`src/rtl/gp_regfile_sweep_if.sv`:
```
// ============================================================================
// Module      : gp_regfile_sweep_if
// Description : Write, ALU read, data-bus read and clear-sweep signals of the
//               general-purpose register file.
// Revision    : 1.0 - initial release
// ============================================================================
`default_nettype none

interface gp_regfile_sweep_if #(
    parameter int DATA_WIDTH = 8,
    parameter int DEPTH      = 8
);
    localparam int AW = $clog2(DEPTH);

    logic                  wr_en;
    logic [AW-1:0]         wr_addr;
    logic [DATA_WIDTH-1:0] wr_data;
    logic                  bus_rd_en;
    logic [AW-1:0]         bus_rd_addr;
    logic [DATA_WIDTH-1:0] bus_rd_data;
    logic                  bus_rd_valid;
    logic [AW-1:0]         alu_a_addr;
    logic [AW-1:0]         alu_b_addr;
    logic [DATA_WIDTH-1:0] alu_a_data;
    logic [DATA_WIDTH-1:0] alu_b_data;
    logic                  clear_start;
    logic                  busy;
    logic                  clear_done;

    modport master (
        output wr_en, wr_addr, wr_data, bus_rd_en, bus_rd_addr,
               alu_a_addr, alu_b_addr, clear_start,
        input  bus_rd_data, bus_rd_valid, alu_a_data, alu_b_data,
               busy, clear_done
    );

    modport slave (
        input  wr_en, wr_addr, wr_data, bus_rd_en, bus_rd_addr,
               alu_a_addr, alu_b_addr, clear_start,
        output bus_rd_data, bus_rd_valid, alu_a_data, alu_b_data,
               busy, clear_done
    );
endinterface

`default_nettype wire

```
`src/rtl/gp_regfile_sweep.sv`:
```
// ============================================================================
// Module      : gp_regfile_sweep
// Description : Parametrised GPR file: one write port, two combinational ALU
//               read ports, a registered bus read port and a one-entry-per-
//               cycle clear sweep. Optional macro GPR_WRITE_BYPASS_EN enables
//               same-cycle write-to-read forwarding.
// Revision    : 1.0 - initial release
// ============================================================================
`default_nettype none

module gp_regfile_sweep #(
    parameter int DATA_WIDTH = 8,
    parameter int DEPTH      = 8,
    parameter int ZERO_REG   = 0
) (
    input  wire logic         clock,
    input  wire logic         reset,
    gp_regfile_sweep_if.slave bus
);
    localparam int            AW     = $clog2(DEPTH);
    localparam logic [AW-1:0] C_LAST = AW'(DEPTH - 1);

    typedef enum logic [0:0] {
        ST_IDLE  = 1'b0,
        ST_CLEAR = 1'b1
    } state_t;

    state_t                r_state;
    logic [AW-1:0]         r_idx;
    logic                  r_busy;
    logic                  r_clear_done;
    logic [DATA_WIDTH-1:0] r_mem [DEPTH];
    logic [DATA_WIDTH-1:0] r_bus_rd_data;
    logic                  r_bus_rd_valid;

    logic                  w_wr_ok;
    logic [DATA_WIDTH-1:0] w_alu_a;
    logic [DATA_WIDTH-1:0] w_alu_b;
    logic [DATA_WIDTH-1:0] w_bus_rd;

    // Writes are dropped during a sweep and, with ZERO_REG, to entry 0.
    assign w_wr_ok = bus.wr_en && !r_busy &&
                     !((ZERO_REG != 0) && (bus.wr_addr == '0));

    always_comb begin
        w_alu_a  = r_mem[bus.alu_a_addr];
        w_alu_b  = r_mem[bus.alu_b_addr];
        w_bus_rd = r_mem[bus.bus_rd_addr];
`ifdef GPR_WRITE_BYPASS_EN
        if (w_wr_ok && (bus.wr_addr == bus.alu_a_addr))  w_alu_a  = bus.wr_data;
        if (w_wr_ok && (bus.wr_addr == bus.alu_b_addr))  w_alu_b  = bus.wr_data;
        if (w_wr_ok && (bus.wr_addr == bus.bus_rd_addr)) w_bus_rd = bus.wr_data;
`endif
        if (ZERO_REG != 0) begin
            if (bus.alu_a_addr == '0)  w_alu_a  = '0;
            if (bus.alu_b_addr == '0)  w_alu_b  = '0;
            if (bus.bus_rd_addr == '0) w_bus_rd = '0;
        end
    end

    // Storage array: the sweep owns the array while busy, so it never
    // competes with an accepted write.
    always_ff @(posedge clock) begin
        if (reset) begin
            for (int i = 0; i < DEPTH; i++) begin
                r_mem[i] <= '0;
            end
        end else if (r_state == ST_CLEAR) begin
            r_mem[r_idx] <= '0;
        end else if (w_wr_ok) begin
            r_mem[bus.wr_addr] <= bus.wr_data;
        end
    end

    always_ff @(posedge clock) begin
        if (reset) begin
            r_bus_rd_data  <= '0;
            r_bus_rd_valid <= 1'b0;
        end else begin
            r_bus_rd_valid <= bus.bus_rd_en;
            if (bus.bus_rd_en) begin
                r_bus_rd_data <= w_bus_rd;
            end
        end
    end

    // Clear-sweep FSM; busy and clear_done are registered alongside the state.
    always_ff @(posedge clock) begin
        if (reset) begin
            r_state      <= ST_IDLE;
            r_idx        <= '0;
            r_busy       <= 1'b0;
            r_clear_done <= 1'b0;
        end else begin
            r_clear_done <= 1'b0;
            case (r_state)
                ST_IDLE: begin
                    if (bus.clear_start) begin
                        r_state <= ST_CLEAR;
                        r_idx   <= '0;
                        r_busy  <= 1'b1;
                    end
                end
                ST_CLEAR: begin
                    r_idx <= r_idx + 1'b1;
                    if (r_idx == C_LAST) begin
                        r_state      <= ST_IDLE;
                        r_busy       <= 1'b0;
                        r_clear_done <= 1'b1;
                    end
                end
                default: begin
                    r_state <= ST_IDLE;
                    r_busy  <= 1'b0;
                end
            endcase
        end
    end

    assign bus.alu_a_data   = w_alu_a;
    assign bus.alu_b_data   = w_alu_b;
    assign bus.bus_rd_data  = r_bus_rd_data;
    assign bus.bus_rd_valid = r_bus_rd_valid;
    assign bus.busy         = r_busy;
    assign bus.clear_done   = r_clear_done;

endmodule

`default_nettype wire

```
`src/flat_wrapper.sv`:
```
// flat-port wrapper written by rule: the top's interface ports become plain ports
module gp_regfile_sweep_flat 
#(
    parameter int DATA_WIDTH = 8,
    parameter int DEPTH      = 8,
    parameter int ZERO_REG   = 0
)
  (clock, reset, bus_wr_en, bus_wr_addr, bus_wr_data, bus_bus_rd_en, bus_bus_rd_addr, bus_alu_a_addr, bus_alu_b_addr, bus_clear_start, bus_bus_rd_data, bus_bus_rd_valid, bus_alu_a_data, bus_alu_b_data, bus_busy, bus_clear_done);
  gp_regfile_sweep_if #(.DATA_WIDTH(DATA_WIDTH), .DEPTH(DEPTH)) bus_i ();
  input  wire logic clock;
  input  wire logic reset;
  input wire logic [$bits(bus_i.wr_en)-1:0] bus_wr_en;
  input wire logic [$bits(bus_i.wr_addr)-1:0] bus_wr_addr;
  input wire logic [$bits(bus_i.wr_data)-1:0] bus_wr_data;
  input wire logic [$bits(bus_i.bus_rd_en)-1:0] bus_bus_rd_en;
  input wire logic [$bits(bus_i.bus_rd_addr)-1:0] bus_bus_rd_addr;
  input wire logic [$bits(bus_i.alu_a_addr)-1:0] bus_alu_a_addr;
  input wire logic [$bits(bus_i.alu_b_addr)-1:0] bus_alu_b_addr;
  input wire logic [$bits(bus_i.clear_start)-1:0] bus_clear_start;
  output wire logic [$bits(bus_i.bus_rd_data)-1:0] bus_bus_rd_data;
  output wire logic [$bits(bus_i.bus_rd_valid)-1:0] bus_bus_rd_valid;
  output wire logic [$bits(bus_i.alu_a_data)-1:0] bus_alu_a_data;
  output wire logic [$bits(bus_i.alu_b_data)-1:0] bus_alu_b_data;
  output wire logic [$bits(bus_i.busy)-1:0] bus_busy;
  output wire logic [$bits(bus_i.clear_done)-1:0] bus_clear_done;
  assign bus_i.wr_en = bus_wr_en;
  assign bus_i.wr_addr = bus_wr_addr;
  assign bus_i.wr_data = bus_wr_data;
  assign bus_i.bus_rd_en = bus_bus_rd_en;
  assign bus_i.bus_rd_addr = bus_bus_rd_addr;
  assign bus_i.alu_a_addr = bus_alu_a_addr;
  assign bus_i.alu_b_addr = bus_alu_b_addr;
  assign bus_i.clear_start = bus_clear_start;
  assign bus_bus_rd_data = bus_i.bus_rd_data;
  assign bus_bus_rd_valid = bus_i.bus_rd_valid;
  assign bus_alu_a_data = bus_i.alu_a_data;
  assign bus_alu_b_data = bus_i.alu_b_data;
  assign bus_busy = bus_i.busy;
  assign bus_clear_done = bus_i.clear_done;
  gp_regfile_sweep #(.DATA_WIDTH(DATA_WIDTH), .DEPTH(DEPTH), .ZERO_REG(ZERO_REG)) u_core (.clock(clock), .reset(reset), .bus(bus_i));
endmodule
```
`config.mk`:
```
export PLATFORM = sky130hd
export DESIGN_NAME = gp_regfile_sweep_flat
export DESIGN_NICKNAME = d
export VERILOG_FILES = /design/src/rtl/gp_regfile_sweep_if.sv /design/src/rtl/gp_regfile_sweep.sv /design/src/flat_wrapper.sv
export SDC_FILE = /design/constraint.sdc
export NUM_CORES = 1
export LEC_CHECK = 0
export BUFFER_PORTS_ARGS = -buffer_cell sky130_fd_sc_hd__buf_2
export CORE_UTILIZATION = 45
export DETAILED_ROUTE_END_ITERATION = 10
export PLACE_DENSITY_LB_ADDON = 0.12
export SETUP_SLACK_MARGIN = 0.4
export SLEW_MARGIN = 0
export SYNTH_ARGS = -nofsm -noshare
export SYNTH_HDL_FRONTEND = slang
export SYNTH_SLANG_ARGS = --single-unit
export TNS_END_PERCENT = 20
```
`constraint.sdc`:
```
create_clock -name clock -period 2.4 [get_ports clock]
set_clock_uncertainty 0.15 [all_clocks]
set_input_delay 0.12 -clock clock [delete_from_list [all_inputs] [get_ports clock]]
set_output_delay 0.12 -clock clock [all_outputs]
set_load 0.005 [all_outputs]
```
==> qor.txt, run 1 <==
Area share of fa/ha/maj cells after synthesis = 0.554%
Mapped cell area = 4520 um^2
Drt pass-1 iters = 5
CP startpoint kind = flip-flop
Setup TNS = 0 ns
Die width = 102 um
Layout cells sized above 1 = 45.3%
CP Data Arrival Time = 1.80 ns
Worst path required time = 2.13 ns
Worst-margin pin slew = 0.685 ns
P_leak = 2.00 nW
Fin util = 55.5%
DR iter-0 viols = 231
Synth Area in Compound Gates = 5.12%
CTS sink cnt = 79
Worst slew margin = 54.1%
Total Wirelength = 12.3 mm
Die H = 102 um
Routability cong. = 0.828
Vias in the first global route = 3064
Dpl cells = 508
Hold Slack = 0.00583 ns
Vias = 3201
Initial Utilization = 46.4%
CP endpoint kind = output port
Distinct cells, synth = 30
Gr ovfl total = 0
Power Density = 599 nW/um^2
Xor/xnor share of the synthesized area = 0%
RSZ-0062 raised after global routing = yes
ANT cells = 0
DRT antenna net count = 0
Number of synthesis warnings = 0
Max Slew Vio Count = 0
Final Critical Period = 2.07 ns
First-pass GRT wire length = 18.1 mm
Hold WC Path Type = primary input to flip-flop
Main combinational cell family by area after synthesis = multiplexers
Critical Path Fanout Max = 3
I/O Buffers = 51
CTS tree = built
Number of buffers created by CTS = 9
Final non-filler cell total = 541
# rows = 36
Max rail drop VDD = 0.281 mV
Final Net Count = 430
Status = finished, final reports clean
Layout area overhead = 19.6%
CTS max path bufs = 2
Fill count = 848
Mapped Avg Cell Area = 13.5 um^2
Max-cap violations = 0
DR WL/cell = 22.8 um
Sequential share of the synthesized area = 49.2%
Mapped Cells = 334
Largest net degree at the start of global routing = 26
Period utilisation layout = 86.2%
Vias per cell = 5.92
Core footprint = 9730 um^2
Initial antenna violation count = 0
WS Path Type = flip-flop to output port
Worst-path clk slew = 0.09 ns
Pwr Total = 3.24 mW
Total global routing track utilization = 25.2%
I/O pins = 52
Final setup fails = 0
Synth Register Bits = 79
DRC Markers = 0
Simple-gate share of the synthesized area = 13.3%
Final Hold Vio Count = 0
Clk root buf = clkbuf_8
Clock H-tree levels = 3
Clk Latency, worst-skew pair = 0.36 ns
Achievable Freq = 483 MHz
Die area = 10400 um^2
Post-DP HPWL = 9.02 mm
Post-synthesis mux area share = 29.1%
Syn Nets = 361
## Yosys cell counts
| master | instances | area, um^2 |
|---|---|---|
| buf_6 | 4 | 45.0 |
| mux2_2 | 32 | 360 |
| buf_4 | 1 | 7.51 |
| a211oi_1 | 8 | 60.1 |
| nand2b_1 | 10 | 62.6 |
| mux4_2 | 32 | 721 |
| nand4bb_1 | 1 | 11.3 |
| buf_2 | 5 | 25.0 |
| nor2_1 | 78 | 293 |
| buf_1 | 6 | 22.5 |
| a221o_1 | 6 | 60.1 |
| a21oi_4 | 1 | 16.3 |
| a22oi_1 | 2 | 15.0 |
| o221ai_1 | 2 | 17.5 |
| clkbuf_1 | 6 | 22.5 |
| nor2b_1 | 3 | 18.8 |
| mux2i_1 | 16 | 160 |
| dfxtp_1 | 15 | 300 |
| nor4b_2 | 1 | 15.0 |
| nand3_4 | 5 | 87.6 |
| nor3b_1 | 3 | 22.5 |
| ha_1 | 2 | 25.0 |
| mux2_4 | 2 | 30.0 |
| edfxtp_1 | 64 | 1920 |
| o22ai_1 | 6 | 37.5 |
| a21oi_1 | 5 | 25.0 |
| nand3_2 | 3 | 30.0 |
| mux2i_4 | 2 | 45.0 |
| or4b_4 | 1 | 13.8 |
| nand2_1 | 12 | 45.0 |
## metal layers
layer,GRT usage [%],share of wire [%]
met5,0,0
met3,3.69,5.8
met2,42.0,49
met1,32.9,42
met4,11.1,3.5
## layout make-up
cell class | instances | area [um^2] | share of cell area (%)
Multi-Input combinational cell | 233 | 2260 | 41.9
Tap cell | 133 | 166 | 3.08
Clock inverter | 6 | 93.8 | 1.74
Clock buffer | 10 | 128 | 2.36
Timing Repair Buffer | 80 | 526 | 9.73
Sequential cell | 79 | 2230 | 41.2
## per-stage QoR
stage | setup slack, ns | area, um^2
after global placement | 0.247 | 4960
after detailed placement | 0.165 | 4960
final | 0.330 | 5400
after CTS | 0.353 | 5340
after global routing | 0.317 | 5400
after floorplan | 0.340 | 4570
## final timing paths
path / start / endpoint / slack [ns] / cells after the start
worst min register to register: u_core.bus.bus_rd_data[6] / u_core.bus.bus_rd_data[6] / 0.33 / 2
worst max-delay path: u_core.r_mem[2][3] / bus_alu_b_data[3] / 0.33 / 3
worst max register to register: u_core.r_state / u_core.r_mem[1][1] / 0.42 / 7
worst min-delay path: bus_bus_rd_en / u_core.bus.bus_rd_valid / 0.006 / 2
## report_power, final
group          switching, mW  internal, mW
Combinational          0.252         0.264
Clock                  0.529         0.594
Sequential            0.0561          1.54
Total                  0.837          2.40
## registers in the layout, indices dropped and copies added (netlist names)
name / cells
u_core.bus.clear_done: 1
u_core.bus.bus_rd_valid: 1
u_core.bus.bus_rd_data: 8
u_core.r_state: 1
u_core.r_mem: 64
u_core.r_idx: 3
u_core.bus.busy: 1
## cells in the final DEF, fill, tap and decap left out, drive strengths merged, types with 6 or more instances in the layout
cell type	count
a211oi	8
a21oi	6
a221o	6
buf	79
clkbuf	10
dfxtp	15
edfxtp	64
mux2	34
mux2i	18
mux4	32
nand2	12
nand2b	10
nand3	8
nor2	78
o22ai	6
## critical path, stage by stage (launching register included)
cell	delay [ns]
edfxtp_1	0.49
mux4_2	0.55
mux2_4	0.30
buf_6	0.11
## timing repair
item,4_1_cts,5_1_grt
hold endpoints to repair,2,0
pin swaps,3,0
hold buffers,1,0
resized for setup,9,7
setup buffers,11,5
setup endpoints to repair,94,88
## cell families (layout without fill, tap and decap cells)
logic type	count (synthesis)	in the layout
buffers and inverters	22	96
and+or+nand+nor	117	117
AOI/OAI and AO/OA	30	30
DFF	79	79
adders and majority gates	2	2
muxes	84	84
Note: power is estimated with default switching activity, not from simulation.
==> inputs of run 2 (changes only) <==
--- a/config.mk
+++ b/config.mk
@@ -6,7 +6,8 @@
 export NUM_CORES = 1
 export LEC_CHECK = 0
 export BUFFER_PORTS_ARGS = -buffer_cell sky130_fd_sc_hd__buf_2
-export CORE_UTILIZATION = 45
+export CORE_ASPECT_RATIO = 1.5
+export CORE_UTILIZATION = 40
 export DETAILED_ROUTE_END_ITERATION = 10
 export PLACE_DENSITY_LB_ADDON = 0.12
 export SETUP_SLACK_MARGIN = 0.4
==> qor.txt, run 2 (synthesis results as in run 1) <==
Hold path start = bus_bus_rd_en
CP Data Arrival Time = 1.74 ns
Final WS setup = 0.390 ns
Crit path cell chain = mux4_2 > mux2_2 > buf_2
Vias per cell = 5.63
Total Wirelength = 12.6 mm
Worst-margin pin slew = 0.664 ns
Buf/Inv on CP = 1
Achievable Freq = 497 MHz
Final Critical Period = 2.01 ns
CTS tree = built
Final setup fails = 0
Vias in the first global route = 3026
DR iter-0 viols = 246
# rows = 47
DRC Markers = 0
Post-DP HPWL = 9.43 mm
Critical Path Fanout Max = 3
CTS max path bufs = 2
Max-cap violations = 0
Fin util = 49.8%
Most frequent cells in the layout = 78 x nor2_1, 64 x edfxtp_1, 51 x buf_2
Power Density = 612 nW/um^2
Most flop-heavy register = u_core.r_mem
I/O pins = 52
Die H = 132 um
CP endpoint kind = output port
Pwr Total = 3.35 mW
Total global routing track utilization = 23.0%
Number of buffers created by CTS = 9
Largest stage delay on the critical path = 0.54 ns
Die area = 11700 um^2
Die width = 88.8 um
Family with the most delay on the worst path = multiplexers
Max Slew Vio Count = 0
First-pass GRT wire length = 18.5 mm
Worst path required time = 2.13 ns
Final Hold Vio Count = 0
CTS sink cnt = 79
Clk Latency, worst-skew pair = 0.34 ns
DRT antenna net count = 0
Gr ovfl total = 0
Hold Slack = 0.0301 ns
CP startpoint kind = flip-flop
Worst slack, placed = 0.222 ns
Max reg flops = 64
Initial Utilization = 41.1%
Hold WC Path Type = primary input to flip-flop
Layout cells sized above 1 = 44.7%
Initial antenna violation count = 0
ANT cells = 0
Core footprint = 11000 um^2
Final Net Count = 431
Worst-path clk slew = 0.06 ns
Most common cell after layout, fill and taps aside = nor2_1
Drt pass-1 iters = 4
Layout area overhead = 21.3%
Crit path launch = u_core.r_mem[2][6]
Status = finished, final reports clean
Worst slew margin = 55.6%
RSZ-0062 raised after global routing = yes
DR WL/cell = 22.7 um
Clk root buf = clkbuf_16
Reg2Reg Launch Point = u_core.bus.busy
WS Path Type = flip-flop to output port
Setup TNS = 0 ns
Fill count = 992
Routability cong. = 0.793
I/O Buffers = 51
Clock H-tree levels = 3
Slowest cell on crit path = mux4_2
Vias = 3128
P_leak = 2.02 nW
Period utilisation layout = 83.8%
Max rail drop VDD = 0.328 mV
Largest net degree at the start of global routing = 26
-- run 2: changes by cell type in the layout (fill, tap and decap cells not counted), sizes merged --
cell    change
bufinv      -2
inv         -1
buf         +1
clkinv      +3
-- run 2: path summary, 6_finish.rpt --
check                                            endpoint  cells after the start  slack, ns
worst max-delay path                    bus_alu_b_data[6]                      3       0.39
worst min-delay path              u_core.bus.bus_rd_valid                      2       0.03
worst max register to register         u_core.r_mem[6][4]                      5       0.41
worst min register to register  u_core.bus.bus_rd_data[6]                      2       0.33
-- run 2: area by class of cell --
type,instances,area (um^2),area share (%)
Clock inverter,6,38.8,0.708
Clock buffer,10,229,4.18
Tap cell,147,184,3.36
Multi-Input combinational cell,233,2250,41.1
Sequential cell,79,2230,40.6
Timing Repair Buffer,81,553,10.1
-- run 2: repair_timing --
item                       4_1_cts  5_1_grt
hold buffers                     1        0
resized for setup                3        5
hold endpoints to repair         2        0
setup endpoints to repair       76       90
setup buffers                    7       13
pin swaps                        1        2
-- run 2: layer usage --
layer,vias to the layer above,wire length [um],global-route usage (%),part of all wire (%)
met4,0,616,13.6,4.9
met5,-,0,0,0
met1,1557,5090,28.1,40
met3,29,475,3.88,3.8
li1,1431,-,-,-
met2,111,6430,37.6,51
-- run 2: report_power, final --
group | total, mW | switching [mW] | internal (mW) | leakage [nW]
combinational | 0.520 | 0.257 | 0.263 | 1.10
clock | 1.24 | 0.541 | 0.696 | 0.130
sequential | 1.60 | 0.0544 | 1.54 | 0.789
-- run 2: stage by stage --
stage	instance area, um^2	cells
final	5480	556
after global routing	5480	556
after CTS	5360	543
after detailed placement	4980	519
after global placement	4980	519
after floorplan	4570	334
-- run 2: worst reg2reg max path: cells and delay by family, from the launching register on --
| kind | cells | cell delay (ns) |
|---|---|---|
| DFF | 1 | 0.36 |
| and+or+nand+nor | 3 | 0.88 |
| buffers and inverters | 1 | 0.14 |
| AOI/OAI and AO/OA | 1 | 0.16 |
==> inputs of run 3 (changes only) <==
==> constraint.sdc (replaced) <==
create_clock -name clock -period 2 [get_ports clock]
set_clock_uncertainty 0.15 [all_clocks]
set_input_delay 0.1 -clock clock [delete_from_list [all_inputs] [get_ports clock]]
set_output_delay 0.1 -clock clock [all_outputs]
set_load 0.005 [all_outputs]
==> qor.txt, run 3 (synthesis results as in run 1) <==
CTS tree = built
Status = finished, final reports clean
Clk root buf = clkbuf_16
Final WS setup = 0.0218 ns
CTS sink cnt = 79
Most flop-heavy register = u_core.r_mem
Layout cells sized above 1 = 60.9%
Worst-margin pin slew = 0.741 ns
CTS max path bufs = 2
Core footprint = 11000 um^2
Fin util = 56.0%
Die width = 88.8 um
Post-DP HPWL = 9.26 mm
Max rail drop VDD = 0.482 mV
Max Slew Vio Count = 0
Hold WC Path Type = primary input to flip-flop
Most frequent cells in the layout = 64 x edfxtp_1, 50 x nor2_4, 45 x buf_2
Worst slew margin = 50.5%
Fill count = 899
Most common cell after layout, fill and taps aside = edfxtp_1
Crit path cell chain = mux4_2 > mux2_2 > buf_2
Routability cong. = 0.875
Final setup fails = 0
Vias = 3154
DRC Markers = 0
Max-cap violations = 0
Die H = 132 um
# rows = 47
Total global routing track utilization = 22.7%
Final Net Count = 430
Family with the most delay on the worst path = multiplexers
Clk Latency, worst-skew pair = 0.34 ns
Worst-path clk slew = 0.06 ns
Max reg flops = 64
Vias in the first global route = 3216
Largest net degree at the start of global routing = 26
Slowest cell on crit path = mux4_2
Total Wirelength = 12.6 mm
Buf/Inv on CP = 1
RSZ-0062 raised after global routing = yes
DRT antenna net count = 0
CP Data Arrival Time = 1.73 ns
Power Density = 707 nW/um^2
DR WL/cell = 22.8 um
Period utilisation layout = 98.9%
Initial antenna violation count = 0
CP startpoint kind = flip-flop
Final Critical Period = 1.98 ns
P_leak = 2.21 nW
Clock H-tree levels = 3
Largest stage delay on the critical path = 0.55 ns
WS Path Type = flip-flop to output port
First-pass GRT wire length = 18.6 mm
Final non-filler cell total = 554
Critical Path Fanout Max = 3
Gr ovfl total = 0
Worst slack, placed = 0.0209 ns
DR iter-0 viols = 192
I/O pins = 52
Vias per cell = 5.69
Achievable Freq = 506 MHz
Initial Utilization = 41.1%
Number of buffers created by CTS = 9
Drt pass-1 iters = 5
Dpl cells = 530
I/O Buffers = 51
Worst path required time = 1.75 ns
Die area = 11700 um^2
Final Hold Vio Count = 0
ANT cells = 0
CP endpoint kind = output port
Layout area overhead = 36.4%
-- run 3: cell types whose count changed in the layout (fill, tap and decap cells not counted), moves of 7 or more --
cell	previous run	this run
buf_12	5	14
nor2_4	0	50
buf_4	22	13
nand2_4	0	7
nand2_1	12	5
nor2_1	78	23
-- run 3: metal layers --
| layer | vias to the layer above | track usage [%] | routed length, um |
|---|---|---|---|
| li1 | 1432 | - | - |
| met1 | 1604 | 27.4 | 4770 |
| met2 | 93 | 39.1 | 6770 |
| met3 | 25 | 2.88 | 538 |
| met4 | 0 | 11.1 | 550 |
| met5 | - | 0 | 0 |
-- run 3: worst reg2reg max path, stage by stage, from the launching register on --
cell and delay, ns:
dfxtp_4 0.36, or4b_4 0.55, a21oi_4 0.16, buf_12 0.14, nand3_4 0.09, nand2b_4 0.15
-- run 3: what timing repair did --
item,CTS,global route
buffers inserted,4,4
setup endpoints to repair,145,146
hold buffers,1,0
pin swaps,4,65
gates resized for setup,10,154
hold endpoints to repair,4,0
-- run 3: where the power goes --
part	total (mW)	switching, mW	internal, mW
Clock	1.73	0.645	1.08
Sequential	1.91	0.0597	1.85
Combinational	0.716	0.359	0.357
-- run 3: worst paths after layout --
path / to / startpoint / slack, ns / depth (start not counted)
setup / recovery: bus_alu_b_data[2] / u_core.r_mem[2][2] / 0.02 / 3
hold / removal: u_core.bus.bus_rd_valid / bus_bus_rd_en / 0.01 / 2
setup reg to reg: u_core.r_mem[0][2] / u_core.r_state / 0.09 / 5
hold reg to reg: u_core.bus.bus_rd_data[6] / u_core.bus.bus_rd_data[6] / 0.33 / 2
-- run 3: cell type report --
class                           instances  area [um^2]  share of cell area (%)
Clock buffer                            9          225                    3.65
Multi-Input combinational cell        233         2750                    44.6
Clock inverter                          6         86.3                    1.40
Tap cell                              147          184                    2.98
Sequential cell                        79         2230                    36.1
Timing Repair Buffer                   80          692                    11.2
-- run 3: stage by stage --
step | hold slack [ns] | setup TNS, ns | cell area (um^2) | power [mW]
2_1_floorplan | 0.133 | -0.686 | 4600 | 2.32
3_3_place_gp | 0.313 | 0 | 5100 | 2.55
3_5_place_dp | 0.321 | 0 | 5100 | 2.56
4_1_cts | 0.0208 | 0 | 5530 | 4.29
5_1_grt | 0.0404 | -0.00664 | 6160 | 4.49
6_report | 0.0118 | 0 | 6160 | 4.36
